`src/rtl/updown_counter_param.sv`:
```
// Parametrised up/down counter with programmable bounds, variable step,
// synchronous load, wrap/saturate handling and overflow event reporting.
module updown_counter_param #(
  parameter int              WIDTH   = 32,
  parameter int              STEP_W  = 8,
  parameter logic [WIDTH-1:0] RST_VAL = {WIDTH{1'b0}}
) (
  input  logic              clk,
  input  logic              rst,
  input  logic              en,
  input  logic              up,
  input  logic              ctrl,
  input  logic              sat_mode,
  input  logic              load,
  input  logic [WIDTH-1:0]  load_val,
  input  logic [STEP_W-1:0] step,
  input  logic [WIDTH-1:0]  lo_bound,
  input  logic [WIDTH-1:0]  hi_bound,
  output logic [WIDTH-1:0]  counter,
  output logic              at_max,
  output logic              at_min,
  output logic              wrap_pulse,
  output logic              limit_pulse,
  output logic              ovf_sticky,
  output logic              bound_err
);

  logic [WIDTH:0]   step_ext_s;
  logic [WIDTH:0]   sum_s;
  logic [WIDTH:0]   diff_s;
  logic             over_s;
  logic             under_s;
  logic             hold_s;
  logic [WIDTH-1:0] load_clamp_s;
  logic [WIDTH-1:0] nxt_count_s;
  logic             nxt_wrap_s;
  logic             nxt_limit_s;
  logic             nxt_ovf_s;

  // One extra bit keeps carry and borrow visible instead of silently wrapping.
  assign step_ext_s = {{(WIDTH + 1 - STEP_W){1'b0}}, step};
  assign sum_s      = {1'b0, counter} + step_ext_s;
  assign diff_s     = {1'b0, counter} - step_ext_s;
  assign over_s     = (sum_s > {1'b0, hi_bound});
  assign under_s    = diff_s[WIDTH] || (diff_s[WIDTH-1:0] < lo_bound);

  assign bound_err  = (lo_bound > hi_bound);
  assign at_max     = (counter == hi_bound);
  assign at_min     = (counter == lo_bound);
  assign hold_s     = ctrl || !en || (step == {STEP_W{1'b0}});

  // Load value clamp; inverted bounds make clamping meaningless, so pass it through.
  always_comb begin
    load_clamp_s = load_val;
    if (bound_err) begin
      load_clamp_s = load_val;
    end else if (load_val < lo_bound) begin
      load_clamp_s = lo_bound;
    end else if (load_val > hi_bound) begin
      load_clamp_s = hi_bound;
    end else begin
      load_clamp_s = load_val;
    end
  end

  // Next-state selection in priority order: load, bound error, hold, count.
  always_comb begin
    nxt_count_s = counter;
    nxt_wrap_s  = 1'b0;
    nxt_limit_s = 1'b0;
    nxt_ovf_s   = ovf_sticky;
    if (load) begin
      nxt_count_s = load_clamp_s;
      nxt_ovf_s   = 1'b0;
    end else if (bound_err || hold_s) begin
      nxt_count_s = counter;
    end else if (up) begin
      if (!over_s) begin
        nxt_count_s = sum_s[WIDTH-1:0];
      end else if (sat_mode) begin
        nxt_count_s = hi_bound;
        nxt_limit_s = 1'b1;
        nxt_ovf_s   = 1'b1;
      end else begin
        nxt_count_s = lo_bound;
        nxt_wrap_s  = 1'b1;
        nxt_ovf_s   = 1'b1;
      end
    end else begin
      if (!under_s) begin
        nxt_count_s = diff_s[WIDTH-1:0];
      end else if (sat_mode) begin
        nxt_count_s = lo_bound;
        nxt_limit_s = 1'b1;
        nxt_ovf_s   = 1'b1;
      end else begin
        nxt_count_s = hi_bound;
        nxt_wrap_s  = 1'b1;
        nxt_ovf_s   = 1'b1;
      end
    end
  end

  // State and event registers with synchronous reset.
  always_ff @(posedge clk) begin
    if (rst) begin
      counter     <= RST_VAL;
      wrap_pulse  <= 1'b0;
      limit_pulse <= 1'b0;
      ovf_sticky  <= 1'b0;
    end else begin
      counter     <= nxt_count_s;
      wrap_pulse  <= nxt_wrap_s;
      limit_pulse <= nxt_limit_s;
      ovf_sticky  <= nxt_ovf_s;
    end
  end

endmodule

```
`config.mk`:
```
export PLATFORM = sky130hd
export DESIGN_NAME = updown_counter_param
export DESIGN_NICKNAME = d
export VERILOG_FILES = /design/src/rtl/updown_counter_param.sv
export SDC_FILE = /design/constraint.sdc
export NUM_CORES = 1
export LEC_CHECK = 0
export BUFFER_PORTS_ARGS = -buffer_cell sky130_fd_sc_hd__buf_2
export CORE_MARGIN = 2
export CORE_UTILIZATION = 50
export CTS_CLUSTER_SIZE = 14
export DETAILED_ROUTE_END_ITERATION = 7
export GPL_TIMING_DRIVEN = 0
export HOLD_SLACK_MARGIN = 0.08
export PLACE_DENSITY = 0.68
export SLEW_MARGIN = 20
export SYNTH_ARGS = -nofsm -noshare
export SYNTH_HDL_FRONTEND = slang
export SYNTH_SLANG_ARGS = --single-unit
```
`constraint.sdc`:
```
create_clock -name clk -period 10.1 [get_ports clk]
set_input_delay 1.01 -clock clk [delete_from_list [all_inputs] [get_ports clk]]
set_output_delay 1.01 -clock clk [all_outputs]
set_load 0.005 [all_outputs]
```
==> After elaboration in Yosys (flattened, before gate mapping) <==
Index checks and enable logic that the tools add are counted.
{ "totals": {"regBits": 35} }
{ "op_classes": {"addsub": 2, "magnitude_cmp": 5, "n_eq_ne": 4, "muxes": 21, "n_bitwise": 1, "n_reduce_logical": 10} }
{ "op_table": {"columns": ["op", "n"], "rows": [
  ["32-bit two-way mux", 10],
  ["32-bit == test", 2],
  ["32-bit greater-than comparator", 2],
  ["32-bit < comparator", 2],
  ["32-bit by 8-bit adder with 33-bit output", 1],
  ["33-bit by 32-bit greater-than comparator with 1-bit output", 1],
  ["32-bit by 8-bit subtractor with 33-bit output", 1],
  ["1-bit two-way mux", 11],
  ["8-bit logical NOT", 1],
  ["1-bit logical OR", 4],
  ["3-bit AND reduction", 1],
  ["3-bit OR reduction", 1],
  ["2-bit by 1-bit inequality test with 1-bit output (second input constant)", 1],
  ["2-bit inequality test (second input constant)", 1],
  ["2-bit nonzero test", 1],
  ["2-bit OR reduction", 1],
  ["1-bit logical NOT", 1],
  ["1-bit NOT", 1]
]} }

==> Logic depth before layout (Yosys ltp) <==
{ "logic_depth": {"depth_word": 7, "ltp_mapped": 21, "ltp_nobuf": 18} }

==> Worst setup path before layout <==
Ideal clock, no wire load.
{ "synth_path": {"path_type": "input to register", "start": "in step[0]", "end": "reg counter[12]", "setup_time_ns": 0.092, "t_arrival_ns": 5.426, "required_time_ns": 10.008, "setup_slack_ns": 4.582, "cell_stages": 20, "path_cell_list": "ha_1 -> inv_1 -> fa_1 -> o21ba_2 -> or4_1 -> a211oi_4 -> o21ai_1 -> or3_1 -> nand2_1 -> ha_1 -> a211oi_1 -> o22ai_1 -> o41ai_1 -> nand4b_1 -> a22o_1 -> clkbuf_1 -> clkbuf_1 -> o221a_2 -> o21a_1 -> nor4_1"} }
{ "synth_via": {"elab_chain_len": 7} }
{ "synth_lines": {"columns": ["item", "line_no", "rtl"], "rows": [
  ["start, declared", "16", "input logic [STEP_W-1:0] step,"],
  ["32-bit by 8-bit subtractor with 33-bit output", "43", "assign diff_s = {1'b0, counter} - step_ext_s;"],
  ["32-bit < comparator", "45", "assign under_s = diff_s[WIDTH] || (diff_s[WIDTH-1:0] < lo_bound);"],
  ["1-bit logical OR", "45", null],
  ["32-bit two-way mux", "90", "if (!under_s) begin"],
  ["32-bit two-way mux", "77", "end else if (up) begin"],
  ["32-bit two-way mux", "75", "end else if (bound_err || hold_s) begin"],
  ["32-bit two-way mux", "72", "if (load) begin"],
  ["end signal, assigned", "112", "counter <= nxt_count_s;"],
  ["end, declared", "19", "output logic [WIDTH-1:0] counter,"]
]} }
Parallel ways exist; a longest one is shown, timed or not. The select of a mux whose other input is x is not followed.
A chain may end at the register's enable or synchronous reset.

==> Final worst setup path <==
{ "layout_path": {"start": "in step[0]", "end": "reg counter[28]"} }
Same word-level chain as after synthesis.

==> qor.csv <==
metric,value,unit
outcome,"finished, final reports clean",
cp.arrival,8120,ps
routed_wl,54600,um
gp_congestion,1.12,
internal_power,573,uW
fin_skew,8.66,ps
synth_top_area_frac,0.218,
cts_setup_buffers,0,
chipWidth,145,um
start_util,0.512,
grt_pass1_vias,11900,
rsz0062_at_grt,false,
syn_area,9990,um^2
clock_sinks,35,
cts-hold-fix-buffers,0,
setup_viol,0,
num_io_pins,149,
synthCells,1377,
globalRoute.totalOverflow,0,
register_area,701,um^2
seqPwrFrac,0.137,
area_growth,12.6,%
rows,51,
io_buffers,145,
crit_path_end_kind,flop,
p_switching,685,uW
placed_area,11100,um^2
clkPwrFrac,0.168,
antenna_found_initial,1,
max_stage_delay,910,ps
ys_seq_elements,35,
core_area,19500,um^2
cts-resized-gates,0,
cp-start-kind,primary input,
fin_hold_ws,472,ps
swShare,0.545,
synth_fp_nets,1664,
crit_fanout,10,
vias,12800,
max-slew-margin-rel,0.198,
drive_gt1_frac,0.139,
max-cap-violations,0,
synth.distinct_cells,76,
crit_chain,buf_2 -> ha_1 -> inv_1 -> fa_1 -> o21ba_2 -> or4_1 -> a211oi_4 -> o21ai_1 -> xnor2_1 -> ha_1 -> nand4_1 -> nor4_1 -> o21ai_0 -> nand4b_1 -> a22o_1 -> clkbuf_1 -> clkbuf_1 -> nor3_1 -> o21ai_0 -> nor4b_2,
cts-root-buf,clkbuf_16,
via_per_inst,7.11,
cts-htree-levels,2,
cts_tree,yes,
p_per_area,112,nW/um^2
place_hpwl,42900,um
cts.reportedPaths.clkPinSlew,80,ps
grt_use_total,0.496,
multi_input_area,8490,um^2
critPathRequiredTime,10330,ps
peakVddDrop,63.9,uV
min_period,7900,ps
avgRoutedWirePerCell,30.4,um
slew_viol_final,0,
p_leak,5.34,nW
grt_max_degree,12,
pre_cts_ws,2370,ps
clock_path_buffers,2,
drc,0,
numCtsBuffers,5,
fin_util,0.576,
clock_latency,310,ps
final.setup.worst_slack,2200,ps
stdcell_area,11200,um^2
hold_viol_final,0,
timing.final.crit_share,0.782,
tightest_slew,1200,ps
nFillCells,1967,
p_comb_frac,0.696,
yosysTopAreaCell,ha_1,
hold_path_class,flop to flop,
drtAntennaViolNets,0,
fmax,0.127,GHz
first_pass_iters,6,
synthArstFlopShare,0,
grt_pass1_wl,77900,um
chipHeight,145,um
ys_warn_count,0,
synthTopCellsByArea,"ha_1, dfxtp_1, xor2_1",
yosysSeqAreaShare,0.0701,
crit_slowest_cell,nor4_1,
synth_edf_count,0,
syn_area_per_cell,7.26,um^2
final.setup.tns,0,ps
dieArea,21100,um^2
synth_top_flop_cell,dfxtp_1,
path_class,primary input to flop,
drt_iter0_drc,1969,
nets,1817,
## cell usage after synthesis (all sizes together) (9+ instances only)
master and instances:
ha 174, inv 119, a21oi 113, nand2 102, nor2 70, xor2 69
nor3 64, clkbuf 60, o21ai 52, nor4 46, xnor2 46, nand4 45
dfxtp 35, nand3 34, o221ai 32, mux2i 27, buf 23, o21a 23
o211ai 19, a211oi 15, o221a 14, a21o 13, or3 13, a31oi 11
a221o 10, nor2b 10, a311oi 9, and4 9
## cell type report
class                   instances  share of cell area
repair buffers                146              0.0652
clock buffers                   6              0.0123
clock inverters                 2             0.00311
inverters                     121              0.0404
well taps                     265              0.0295
diodes                          1            0.000222
plain buffers                  83              0.0320
flip-flops and latches         35              0.0623
multi-input cells            1138               0.755
## metal layers
metal  up-vias  wire [um]  track usage
li1       5475          -            -
met1      5810      20200        0.633
met2      1145      20800        0.694
met3       342       8710        0.189
met4         2       4890        0.324
met5         -         13            0
## kinds of logic (layout without fill, tap and decap cells)
family / Yosys count / after routing / synth area share
adders and majority gates: 176 / 176 / 0.222
buffers and inverters: 204 / 358 / 0.0815
muxes: 32 / 32 / 0.0327
and+or+nand+nor: 439 / 439 / 0.230
other: 0 / 1 / 0
AOI/OAI and AO/OA: 376 / 376 / 0.262
DFF: 35 / 35 / 0.0701
xor gates and xnor gates: 115 / 115 / 0.101
## worst paths after layout
path	start	to	slack [ps]	depth (start not counted)
worst max-delay path	step[0]	counter[28]$_SDFFE_PP0P_	2200	20
worst min-delay path	ovf_sticky$_SDFFE_PP0P_	ovf_sticky$_SDFFE_PP0P_	470	1
worst max register to register	counter[0]$_SDFFE_PP0P_	counter[28]$_SDFFE_PP0P_	2450	19
worst min register to register	ovf_sticky$_SDFFE_PP0P_	ovf_sticky$_SDFFE_PP0P_	470	1
## critical path, delay by kind of cell
family / cells / cell delay [ps]
AOI/OAI and AO/OA: 6 / 2230
xor gates and xnor gates: 1 / 240
and+or+nand+nor: 6 / 2370
adders and majority gates: 3 / 930
buffers and inverters: 4 / 1330
## per-stage QoR
step,power [mW],cells
global route,1.30,1796
CTS,1.20,1796
detailed placement,0.994,1788
global placement,0.983,1787
finish,1.26,1797
floorplan,0.684,1377
## cells in the final DEF, fill, tap and decap left out, types with 14 or more instances in the layout
cell / n
o221ai_1: 32
o211ai_1: 19
o21a_1: 23
mux2i_1: 27
a21oi_1: 113
nand3_1: 34
inv_1: 119
nand4_1: 45
nor2_1: 70
ha_1: 174
o21ai_0: 50
nor3_1: 62
nor4_1: 43
xnor2_1: 46
dfxtp_1: 35
buf_2: 160
o221a_2: 14
xor2_1: 69
nand2_1: 102
clkbuf_1: 60
## flip-flops by register name, summed over array words and instances, names as in the netlist
signal,count
ovf_sticky,1
counter,32
limit_pulse,1
wrap_pulse,1
## power by group through the flow
| stage | Sequential, mW | Clock [mW] | Combinational [mW] |
|---|---|---|---|
| 6_report | 0.172 | 0.211 | 0.875 |
| 3_5_place_dp | 0.174 | 0 | 0.820 |
| 3_3_place_gp | 0.173 | 0 | 0.809 |
| 2_1_floorplan | 0.171 | 0 | 0.512 |
| 4_1_cts | 0.171 | 0.203 | 0.824 |
| 5_1_grt | 0.174 | 0.209 | 0.916 |
Note: power is estimated with default switching activity, not from simulation.
